**config.mk**
```make
export PLATFORM = sky130hd
export DESIGN_NAME = mcp_initiator
export DESIGN_NICKNAME = d
export VERILOG_FILES = /design/src/rtl/mcp_pkg.sv /design/src/rtl/mcp_cycle_timer.sv /design/src/rtl/mcp_initiator.sv
export SDC_FILE = /design/constraint.sdc
export NUM_CORES = 1
export LEC_CHECK = 0
export CAP_MARGIN = 20
export CORE_AREA = 10 10 113 115
export CTS_BUF_LIST = sky130_fd_sc_hd__clkbuf_8
export CTS_CLUSTER_DIAMETER = 80
export DETAILED_ROUTE_END_ITERATION = 10
export DIE_AREA = 0 0 123 125
export PLACE_DENSITY = 0.78
export SYNTH_ARGS = -nofsm -noshare
export SYNTH_HDL_FRONTEND = slang
export SYNTH_SLANG_ARGS = --single-unit
```
**constraint.sdc**
```tcl
create_clock -name CLK -period 3.6 [get_ports CLK]
set_input_delay 0.54 -clock CLK [delete_from_list [all_inputs] [get_ports CLK]]
set_output_delay 0.54 -clock CLK [all_outputs]
set_load 0.02 [all_outputs]
```
**src/rtl/mcp_pkg.sv**
```systemverilog
// Shared types and constants for the Memory Card Port initiator.
// Optional watchdog is enabled with the MCP_INIT_TIMEOUT_EN macro.
package mcp_pkg;

    typedef enum logic [2:0] {
        ST_IDLE,
        ST_SETUP,
        ST_STROBE,
        ST_HOLD,
        ST_DONE
    } mcp_state_t;

    typedef enum logic [1:0] {
        SZ_BYTE  = 2'd0,
        SZ_HALF  = 2'd1,
        SZ_WORD  = 2'd2,
        SZ_WORD3 = 2'd3
    } mcp_size_t;

    localparam logic [31:0] MCP_WIN_BASE = 32'hE800_0000;
    localparam int unsigned MCP_AW       = 26;
    localparam int unsigned MCP_DW       = 8;
    localparam int unsigned MCP_TW       = 10;

    function automatic logic [MCP_DW-1:0] mcp_lane(input logic [31:0] word, input logic [1:0] idx);
        logic [MCP_DW-1:0] r;
        case (idx)
            2'd0:    r = word[7:0];
            2'd1:    r = word[15:8];
            2'd2:    r = word[23:16];
            default: r = word[31:24];
        endcase
        return r;
    endfunction

endpackage

```
**src/rtl/mcp_cycle_timer.sv**
```systemverilog
// Loadable down-counter; o_done is high while the count sits at zero.
// Shared by setup, minimum-strobe and watchdog intervals.
module mcp_cycle_timer
    import mcp_pkg::*;
(
    input  logic              i_clk,
    input  logic              i_rst,
    input  logic              i_load,
    input  logic [MCP_TW-1:0] i_val,
    output logic              o_done
);

    logic [MCP_TW-1:0] r_cnt;

    always_ff @(posedge i_clk) begin
        if (i_rst) begin
            r_cnt <= '0;
        end else if (i_load) begin
            r_cnt <= i_val;
        end else if (r_cnt != '0) begin
            r_cnt <= r_cnt - 1'b1;
        end
    end

    assign o_done = (r_cnt == '0);

endmodule

```
**src/rtl/mcp_initiator.sv**
```systemverilog
// Host-side MCP initiator: splits CPU window accesses into 8-bit port cycles.
// Define MCP_INIT_TIMEOUT_EN to add the strobe watchdog and CPU_TMO reporting.
module mcp_initiator
    import mcp_pkg::*;
#(
    parameter int unsigned SETUP_CYC  = 1,
    parameter int unsigned STROBE_MIN = 2
`ifdef MCP_INIT_TIMEOUT_EN
    ,
    parameter int unsigned TIMEOUT_CYC = 1023
`endif
) (
    input  logic              CLK,
    input  logic              RESET,
    input  logic              CPU_REQ,
    input  logic [26:0]       CPU_A,
    input  logic              CPU_WE,
    input  logic [1:0]        CPU_SIZE,
    input  logic [31:0]       CPU_DI,
    output logic [31:0]       CPU_DO,
    output logic              CPU_ACK,
    output logic              CPU_TMO,
    output logic [MCP_AW-1:0] MCP_A,
    output logic [MCP_DW-1:0] MCP_DO,
    input  logic [MCP_DW-1:0] MCP_DI,
    output logic              MCP_CSn,
    output logic              MCP_RDn,
    output logic              MCP_WRn,
    input  logic              MCP_READYn
);

    mcp_state_t        r_state, w_next;
    logic              r_wr, r_odd, r_last, r_beat;
    logic [31:0]       r_di, r_rdata;
    logic [MCP_AW-1:0] r_addr;
    logic [MCP_DW-1:0] r_mdo, w_rd_byte;
    logic              r_csn, r_rdn, r_wrn, r_ack;
    logic              w_load, w_done, w_beat_end, w_min_met, w_accept, w_odd_in, w_tmo_flag;
    logic [MCP_TW-1:0] w_load_val;
    logic [1:0]        w_rd_lane;
`ifdef MCP_INIT_TIMEOUT_EN
    logic              r_tmo_phase, r_tmo, r_cpu_tmo, w_tmo_hit, w_tmo_arm;
`endif

    mcp_cycle_timer u_timer (
        .i_clk  (CLK),
        .i_rst  (RESET),
        .i_load (w_load),
        .i_val  (w_load_val),
        .o_done (w_done)
    );

    assign w_accept  = (r_state == ST_IDLE) && CPU_REQ;
    assign w_odd_in  = (mcp_size_t'(CPU_SIZE) == SZ_BYTE) && CPU_A[0];
    assign w_rd_lane = r_beat ? 2'd2 : {1'b0, r_odd};

`ifdef MCP_INIT_TIMEOUT_EN
    // After the minimum strobe the timer is reloaded for the remaining watchdog span.
    assign w_min_met  = w_done || r_tmo_phase;
    assign w_tmo_flag = r_tmo;
`else
    assign w_min_met  = w_done;
    assign w_tmo_flag = 1'b0;
`endif

    always_comb begin
        w_next     = r_state;
        w_load     = 1'b0;
        w_load_val = '0;
        w_beat_end = 1'b0;
`ifdef MCP_INIT_TIMEOUT_EN
        w_tmo_hit  = 1'b0;
        w_tmo_arm  = 1'b0;
`endif
        case (r_state)
            ST_IDLE: begin
                if (CPU_REQ) begin
                    w_next     = ST_SETUP;
                    w_load     = 1'b1;
                    w_load_val = MCP_TW'(SETUP_CYC - 1);
                end
            end
            ST_SETUP: begin
                if (w_done) begin
                    w_next     = ST_STROBE;
                    w_load     = 1'b1;
                    w_load_val = MCP_TW'(STROBE_MIN - 1);
                end
            end
            ST_STROBE: begin
                if (!MCP_READYn && w_min_met) begin
                    w_next     = ST_HOLD;
                    w_beat_end = 1'b1;
                end
`ifdef MCP_INIT_TIMEOUT_EN
                else if (w_done && r_tmo_phase) begin
                    w_next     = ST_HOLD;
                    w_beat_end = 1'b1;
                    w_tmo_hit  = 1'b1;
                end else if (w_done) begin
                    w_load     = 1'b1;
                    w_load_val = MCP_TW'(TIMEOUT_CYC - STROBE_MIN - 1);
                    w_tmo_arm  = 1'b1;
                end
`endif
            end
            ST_HOLD: begin
                if (r_last && !r_beat && !w_tmo_flag) begin
                    w_next     = ST_SETUP;
                    w_load     = 1'b1;
                    w_load_val = MCP_TW'(SETUP_CYC - 1);
                end else begin
                    w_next = ST_DONE;
                end
            end
            ST_DONE:  w_next = ST_IDLE;
            default:  w_next = ST_IDLE;
        endcase
    end

    always_comb begin
        w_rd_byte = MCP_DI;
`ifdef MCP_INIT_TIMEOUT_EN
        if (w_tmo_hit) w_rd_byte = 8'hFF;
`endif
    end

    always_ff @(posedge CLK) begin
        if (RESET) begin
            r_state <= ST_IDLE;
            r_wr    <= 1'b0;
            r_odd   <= 1'b0;
            r_last  <= 1'b0;
            r_beat  <= 1'b0;
            r_di    <= '0;
            r_rdata <= '0;
            r_addr  <= '0;
            r_mdo   <= '0;
            r_csn   <= 1'b1;
            r_rdn   <= 1'b1;
            r_wrn   <= 1'b1;
            r_ack   <= 1'b0;
        end else begin
            r_state <= w_next;
            r_ack   <= (w_next == ST_DONE);
            r_csn   <= !(w_next inside {ST_SETUP, ST_STROBE, ST_HOLD});
            r_rdn   <= !((w_next == ST_STROBE) && !r_wr);
            r_wrn   <= !((w_next == ST_STROBE) && r_wr);
            if (w_accept) begin
                r_wr    <= CPU_WE;
                r_odd   <= w_odd_in;
                r_last  <= CPU_SIZE[1];
                r_beat  <= 1'b0;
                r_di    <= CPU_DI;
                r_rdata <= '0;
                r_addr  <= CPU_A[26:1];
                r_mdo   <= mcp_lane(CPU_DI, {1'b0, w_odd_in});
            end
            if (w_beat_end && !r_wr) begin
                case (w_rd_lane)
                    2'd0:    r_rdata[7:0]   <= w_rd_byte;
                    2'd1:    r_rdata[15:8]  <= w_rd_byte;
                    default: r_rdata[23:16] <= w_rd_byte;
                endcase
            end
            if ((r_state == ST_HOLD) && (w_next == ST_SETUP)) begin
                r_beat <= 1'b1;
                r_addr <= r_addr + 1'b1;
                r_mdo  <= mcp_lane(r_di, 2'd2);
            end
        end
    end

`ifdef MCP_INIT_TIMEOUT_EN
    always_ff @(posedge CLK) begin
        if (RESET) begin
            r_tmo_phase <= 1'b0;
            r_tmo       <= 1'b0;
            r_cpu_tmo   <= 1'b0;
        end else begin
            r_cpu_tmo <= (w_next == ST_DONE) && r_tmo;
            if (r_state == ST_SETUP) r_tmo_phase <= 1'b0;
            else if (w_tmo_arm)      r_tmo_phase <= 1'b1;
            if (w_accept)            r_tmo <= 1'b0;
            else if (w_tmo_hit)      r_tmo <= 1'b1;
        end
    end
    assign CPU_TMO = r_cpu_tmo;
`else
    assign CPU_TMO = 1'b0;
`endif

    assign CPU_DO  = r_rdata;
    assign CPU_ACK = r_ack;
    assign MCP_A   = r_addr;
    assign MCP_DO  = r_mdo;
    assign MCP_CSn = r_csn;
    assign MCP_RDn = r_rdn;
    assign MCP_WRn = r_wrn;

endmodule

```
==> impl_metrics.yaml, run 1 <==
critical_path:
  critPathSlowestCell: "or3b_1"
  crit_fanout: 12
  slowest_delay_ns: 0.49
  crit_family: "simple AND/OR/NAND/NOR gates"
  arrival_ns: 2.68
  startpoint_type: "flip-flop"
  end_kind: "flip-flop"
  crit_chain: "inv_1 -> ha_1 -> or3b_1 -> nor3_4 -> and4b_1 -> nand2_1 -> a21oi_1"
  path_buf_inv: 1
  worstSetupPathType: "reg -> reg"
  cp.required_ns: 3.88
finish:
  layout-drive-gt1-share_pct: 5.40
  fin_area_um2: 5610
  areaGrowthSynthToFinish_pct: 35.8
  nets: 702
  fillCellCount: 1022
  stdcell_count: 770
  antenna_cells: 0
grt:
  track_usage_pct: 15.7
  grt-ovfl-total: 0
  grt_max_degree: 56
  grt_pass1_vias: 4005
  grt_pass1_wl_um: 20000
  antenna_found_initial: 0
route:
  drt-pass1-iter-count: 4
  drtAntennaViolNets: 0
  drc: 0
  viasPerCell: 5.37
  totalWireLength_um: 12400
  dr.first_iter.drc_count: 263
  wire_per_inst_um: 16.1
  num_vias: 4133
synthesis:
  synthTopCellsByCount: "dfxtp_1, nand2_1, a21oi_1"
  async_reset_ff_share_pct: 0
  syn-cell-area_um2: 4130
  syn_inst: 518
  synth_ff_type: "dfxtp_1"
  synth-seq-cells: 87
  ys_warn_count: 0
  synthTopCellsByArea: "dfxtp_1, nand2_1, a21oi_1"
  yosysMostFrequentCell: "dfxtp_1"
  synth_sequential_area_ratio_pct: 42.2
  avgSynthCellArea_um2: 7.97
  yosysTopAreaCell: "dfxtp_1"
  synth.top_cell.area_share_pct: 42.2
  synth_cell_types: 56
  synth_edf_count: 0
timing:
  final-setup-viol-count: 0
  slew_headroom_pct: 58.5
  whs_ns: 0.459
  finalWorstSetupSlack_ns: 1.20
  maxSlewViolCount: 0
  worstMarginPinSlew_ns: 0.620
  fin_tns_setup_ns: 0
  fin_crit_ns: 2.40
  hold_viol: 0
  min_period_over_period_pct: 66.7
  max_freq_mhz: 417
  rsz0062_at_grt: "no"
  fin_skew_ns: 0.0115
floorplanning:
  start_util_pct: 38.9
  ios: 145
  row_count: 38
  core_um2: 10600
  die_area_um2: 15400
  die_width_um: 123
  die_h_um: 125
run:
  cap_violations: 0
power:
  p_leak_uw: 0.00190
  power_density_nw_per_um2: 576
  vdd_ir_drop_max_uv: 236
cts:
  clock_latency_ns: 0.35
  cts.sinks: 87
  clk_path_buf_depth: 2
  cts-buffers-inserted: 9
  cts_setup_buffers: 0
  cts-root-buf: "clkbuf_8"
  htree_levels: 3
  holdBufCountCts: 0
  cts_tree: "yes"
  cts_resized: 0
  clkTransAtPathRegs_ns: 0.09
place:
  port_buffers: 127
  place_inst: 755
  placed_area_um2: 5410
  gp_congestion: 0.835
  dp_slack_ns: 0.996
  dp.final_hpwl_um: 9150
hold_path:
  hp-class: "reg -> reg"
status:
  outcome: "completed"
## logic make-up (layout without fill, tap and decap cells)
| kind of cell | after synthesis | after routing | share of synthesized area, % |
|---|---|---|---|
| xor+xnor | 6 | 6 | 1.27 |
| flops | 87 | 87 | 42.2 |
| fa+ha+maj | 2 | 2 | 0.606 |
| compound gates | 116 | 116 | 16.8 |
| other cells | 1 | 9 | 0.0909 |
| buf+inv | 51 | 155 | 6.31 |
| mux | 14 | 14 | 3.49 |
| simple gates | 241 | 241 | 29.2 |
## path summary, 6_finish.rpt
kind	cells past startpoint	endpoint	from	slack, ns
max reg2reg	7	CPU_DO[12]$_SDFF_PP0_	u_timer.r_cnt[0]$_SDFFE_PP0P_	1.20
min	2	r_di[17]$_SDFFE_PP0P_	r_di[17]$_SDFFE_PP0P_	0.46
min reg2reg	2	r_di[17]$_SDFFE_PP0P_	r_di[17]$_SDFFE_PP0P_	0.46
max	7	CPU_DO[12]$_SDFF_PP0_	u_timer.r_cnt[0]$_SDFFE_PP0P_	1.20
## worst min-delay path: stages (launching register included)
cell and delay, ns:
dfxtp_1 0.31, nand2_1 0.05, a21oi_1 0.05
## stage by stage
stage | power (uW) | util (%)
floorplan | 2220 | -
global placement | 2500 | 51.0
detailed placement | 2560 | 51.0
CTS | 3260 | 52.9
global route | 3460 | 52.9
finish | 3230 | 52.9
## layout make-up
cell class	instances	area [um2]	area share, %
multi-input combinational	388	2160	38.5
sequential	87	1740	31.1
timing repair buffer	132	1300	23.3
tap	140	175	3.12
clock buffer	11	151	2.70
clock inverter	4	46.3	0.826
inverter	8	30.0	0.536
## layer usage
layer  routed length [um]  up-vias  global-route usage (%)
li1                     -     2045                       -
met1                 5100     1932                    18.6
met2                 5980      136                    25.8
met3                 1020       20                    4.77
met4                  304        0                    6.31
met5                    0        -                       0
## flip-flops by register name, summed over array words and instances, names as in the netlist, 3 cells and up
register and flops:
u_timer.r_cnt 10, CPU_DO 24, r_di 8, MCP_A 26
MCP_DO 8, r_state 3
## report_power, final
part           leakage [uW]  internal (uW)  total, uW  switching [uW]
Sequential         0.000710           1110       1270             157
Combinational       0.00108            545       1270             728
Clock              0.000103            352        690             338
## cell usage in the layout, fill, tap and decap left out, drive strengths merged, types with 10 or more instances in the layout
cell           count
a21oi             63
a31oi             12
clkbuf            11
clkdlybuf4s50    126
dfxtp             87
mux2i             11
nand2             85
nand3             44
nor2              41
nor3              14
o21ai             10
or3               14
Note: power is estimated with default switching activity, not from simulation.
==> run 2: changes to the inputs <==
==> constraint.sdc (replaced) <==
create_clock -name CLK -period 2.25 [get_ports CLK]
set_input_delay 0.3375 -clock CLK [delete_from_list [all_inputs] [get_ports CLK]]
set_output_delay 0.3375 -clock CLK [all_outputs]
set_load 0.02 [all_outputs]
==> run 2 against run 1 <==
  * Core utilization increased by 1.5 points
  * Flip-flop and latch count unchanged
  * Critical path type unchanged
  * Worst hold slack got worse by 0.092 ns
  * Clock-buffer cell count decreased by 1
  * Register-to-register slack got worse by 1.0 ns
  * Cell count increased by 1.6%
  * Clock skew increased by 0.00093 ns
  * Setup slack got worse by 1.0 ns
  * Clock power increased by 77%
  * Fmax increased by 15%
==> impl_metrics.yaml, run 2 (synthesis gave the netlist of run 1 again) <==
grt:
  grt_pass1_wl_um: 20600
  grt_max_degree: 65
  antenna_found_initial: 0
  grt_pass1_vias: 4184
  grt-ovfl-total: 0
  track_usage_pct: 16.2
finish:
  layout-drive-gt1-share_pct: 8.10
  areaGrowthSynthToFinish_pct: 39.7
  fin_util_pct: 54.4
  final_common_cell: "clkdlybuf4s50_1"
  multiInputGateArea_um2: 2180
  final_cell_mix: "clkdlybuf4s50_1, dfxtp_1, nand2_1"
  antenna_cells: 0
  final-seq-area_um2: 1740
  largest_reg_flops: 26
  fin_area_um2: 5760
  nets: 713
  fillCellCount: 966
  stdcell_count: 782
power:
  p_leak_uw: 0.00198
  power_density_nw_per_um2: 950
  vdd_ir_drop_max_uv: 507
place:
  gp_congestion: 0.828
  dp.final_hpwl_um: 9410
  port_buffers: 127
  place_inst: 765
  placed_area_um2: 5510
critical_path:
  startpoint: "u_timer.r_cnt[0]$_SDFFE_PP0P_"
  cp.required_ns: 2.54
  ff2ff_setup_slack_ns: 0.16
  reg2reg_from: "u_timer.r_cnt[0]$_SDFFE_PP0P_"
  end_kind: "flip-flop"
  crit_fanout: 8
  arrival_ns: 2.37
  cp-endpoint: "CPU_DO[11]$_SDFF_PP0_"
  reg2regPathDepth: 7
  startpoint_type: "flip-flop"
  worstSetupPathType: "reg -> reg"
  timing.rr.end: "CPU_DO[11]$_SDFF_PP0_"
floorplanning:
  row_count: 38
  die_area_um2: 15400
  core_um2: 10600
  ios: 145
  die_h_um: 125
  die_width_um: 123
  start_util_pct: 38.9
timing:
  rsz0062_at_grt: "no"
  max_freq_mhz: 479
  min_period_over_period_pct: 92.8
  maxSlewViolCount: 0
  worstMarginPinSlew_ns: 0.673
  final-setup-viol-count: 0
  slew_headroom_pct: 55.1
  fin_skew_ns: 0.0124
  fin_tns_setup_ns: 0
  fin_crit_ns: 2.09
  hold_viol: 0
cts:
  clk_path_buf_depth: 2
  cts_tree: "yes"
  clock_latency_ns: 0.36
  clkTransAtPathRegs_ns: 0.08
  cts.sinks: 87
  cts-buffers-inserted: 9
  htree_levels: 3
  cts-root-buf: "clkbuf_8"
run:
  cap_violations: 0
hold_path:
  hp-class: "in -> reg"
route:
  num_vias: 4168
  drt-pass1-iter-count: 6
  wire_per_inst_um: 16.3
  totalWireLength_um: 12800
  drtAntennaViolNets: 0
  dr.first_iter.drc_count: 229
  viasPerCell: 5.33
  drc: 0
status:
  outcome: "completed"
==> run 2: cell count changes in the layout (fill, tap and decap cells not counted), moves of 2 or more <==
cell and change:
buf_4 +9, and3_1 -2, and3_2 +2, buf_12 +2
nand3_1 -2, nand3_2 +2
==> run 2: area by class of cell <==
type / count / share of cell area (%)
Sequential cell: 87 / 30.2
Clock inverter: 6 / 1.48
Clock buffer: 10 / 2.39
Tap cell: 140 / 3.04
Inverter: 8 / 0.521
Multi-Input combinational cell: 388 / 37.9
Timing Repair Buffer: 143 / 24.5
==> run 2: worst max-delay path, cell delays in order, from the launching register on <==
cell,delay [ns]
dfxtp_1,0.36
inv_1,0.08
ha_1,0.16
or3b_1,0.49
nor3_4,0.30
and4b_2,0.39
nand2_1,0.07
a21oi_1,0.15
==> run 2: per-layer routing <==
layer  wire length [um]  vias to the layer above  share of wire (%)  track usage (%)
li1                   -                     2066                  -                -
met1               5140                     1943                 40             18.2
met2               6360                      138                 50             27.8
met3               1040                       21                8.1             5.36
met4                238                        0                1.9             5.76
met5                  0                        -                  0                0
==> run 2: power by group <==
part           leakage, uW  switching, uW  internal [uW]
logic              0.00115           1230            993
clock network     0.000114            568            652
registers         0.000710            250           1780
total              0.00198           2050           3420
==> run 2: worst min path at each step <==
stage,slack (ns),startpoint,to,depth (start not counted)
CTS,0.35,RESET,MCP_A[15]$_SDFFE_PP0P_,2
detailed placement,0.44,r_wr$_SDFFE_PP0P_,MCP_WRn$_SDFF_PP1_,1
floorplan,0.38,r_wr$_SDFFE_PP0P_,MCP_WRn$_SDFF_PP1_,1
finish,0.37,RESET,MCP_A[12]$_SDFFE_PP0P_,2
global route,0.38,RESET,MCP_A[12]$_SDFFE_PP0P_,2
global placement,0.43,r_wr$_SDFFE_PP0P_,MCP_WRn$_SDFF_PP1_,1
==> run 2: repair_timing <==
item / CTS / global route
hold buffers: 0 / 0
endpoints found under the setup margin: 0 / 31
buffers inserted: 0 / 1
resized for setup: 0 / 7
==> run 2: per-stage QoR <==
stage / setup slack (ns) / hold WS (ns) / power, uW
floorplan: 0.307 / 0.385 / 3550
global placement: 0.0701 / 0.430 / 4110
detailed placement: 0.0219 / 0.438 / 4220
CTS: 0.0311 / 0.355 / 5460
global route: 0.00534 / 0.380 / 5820
finish: 0.162 / 0.367 / 5470
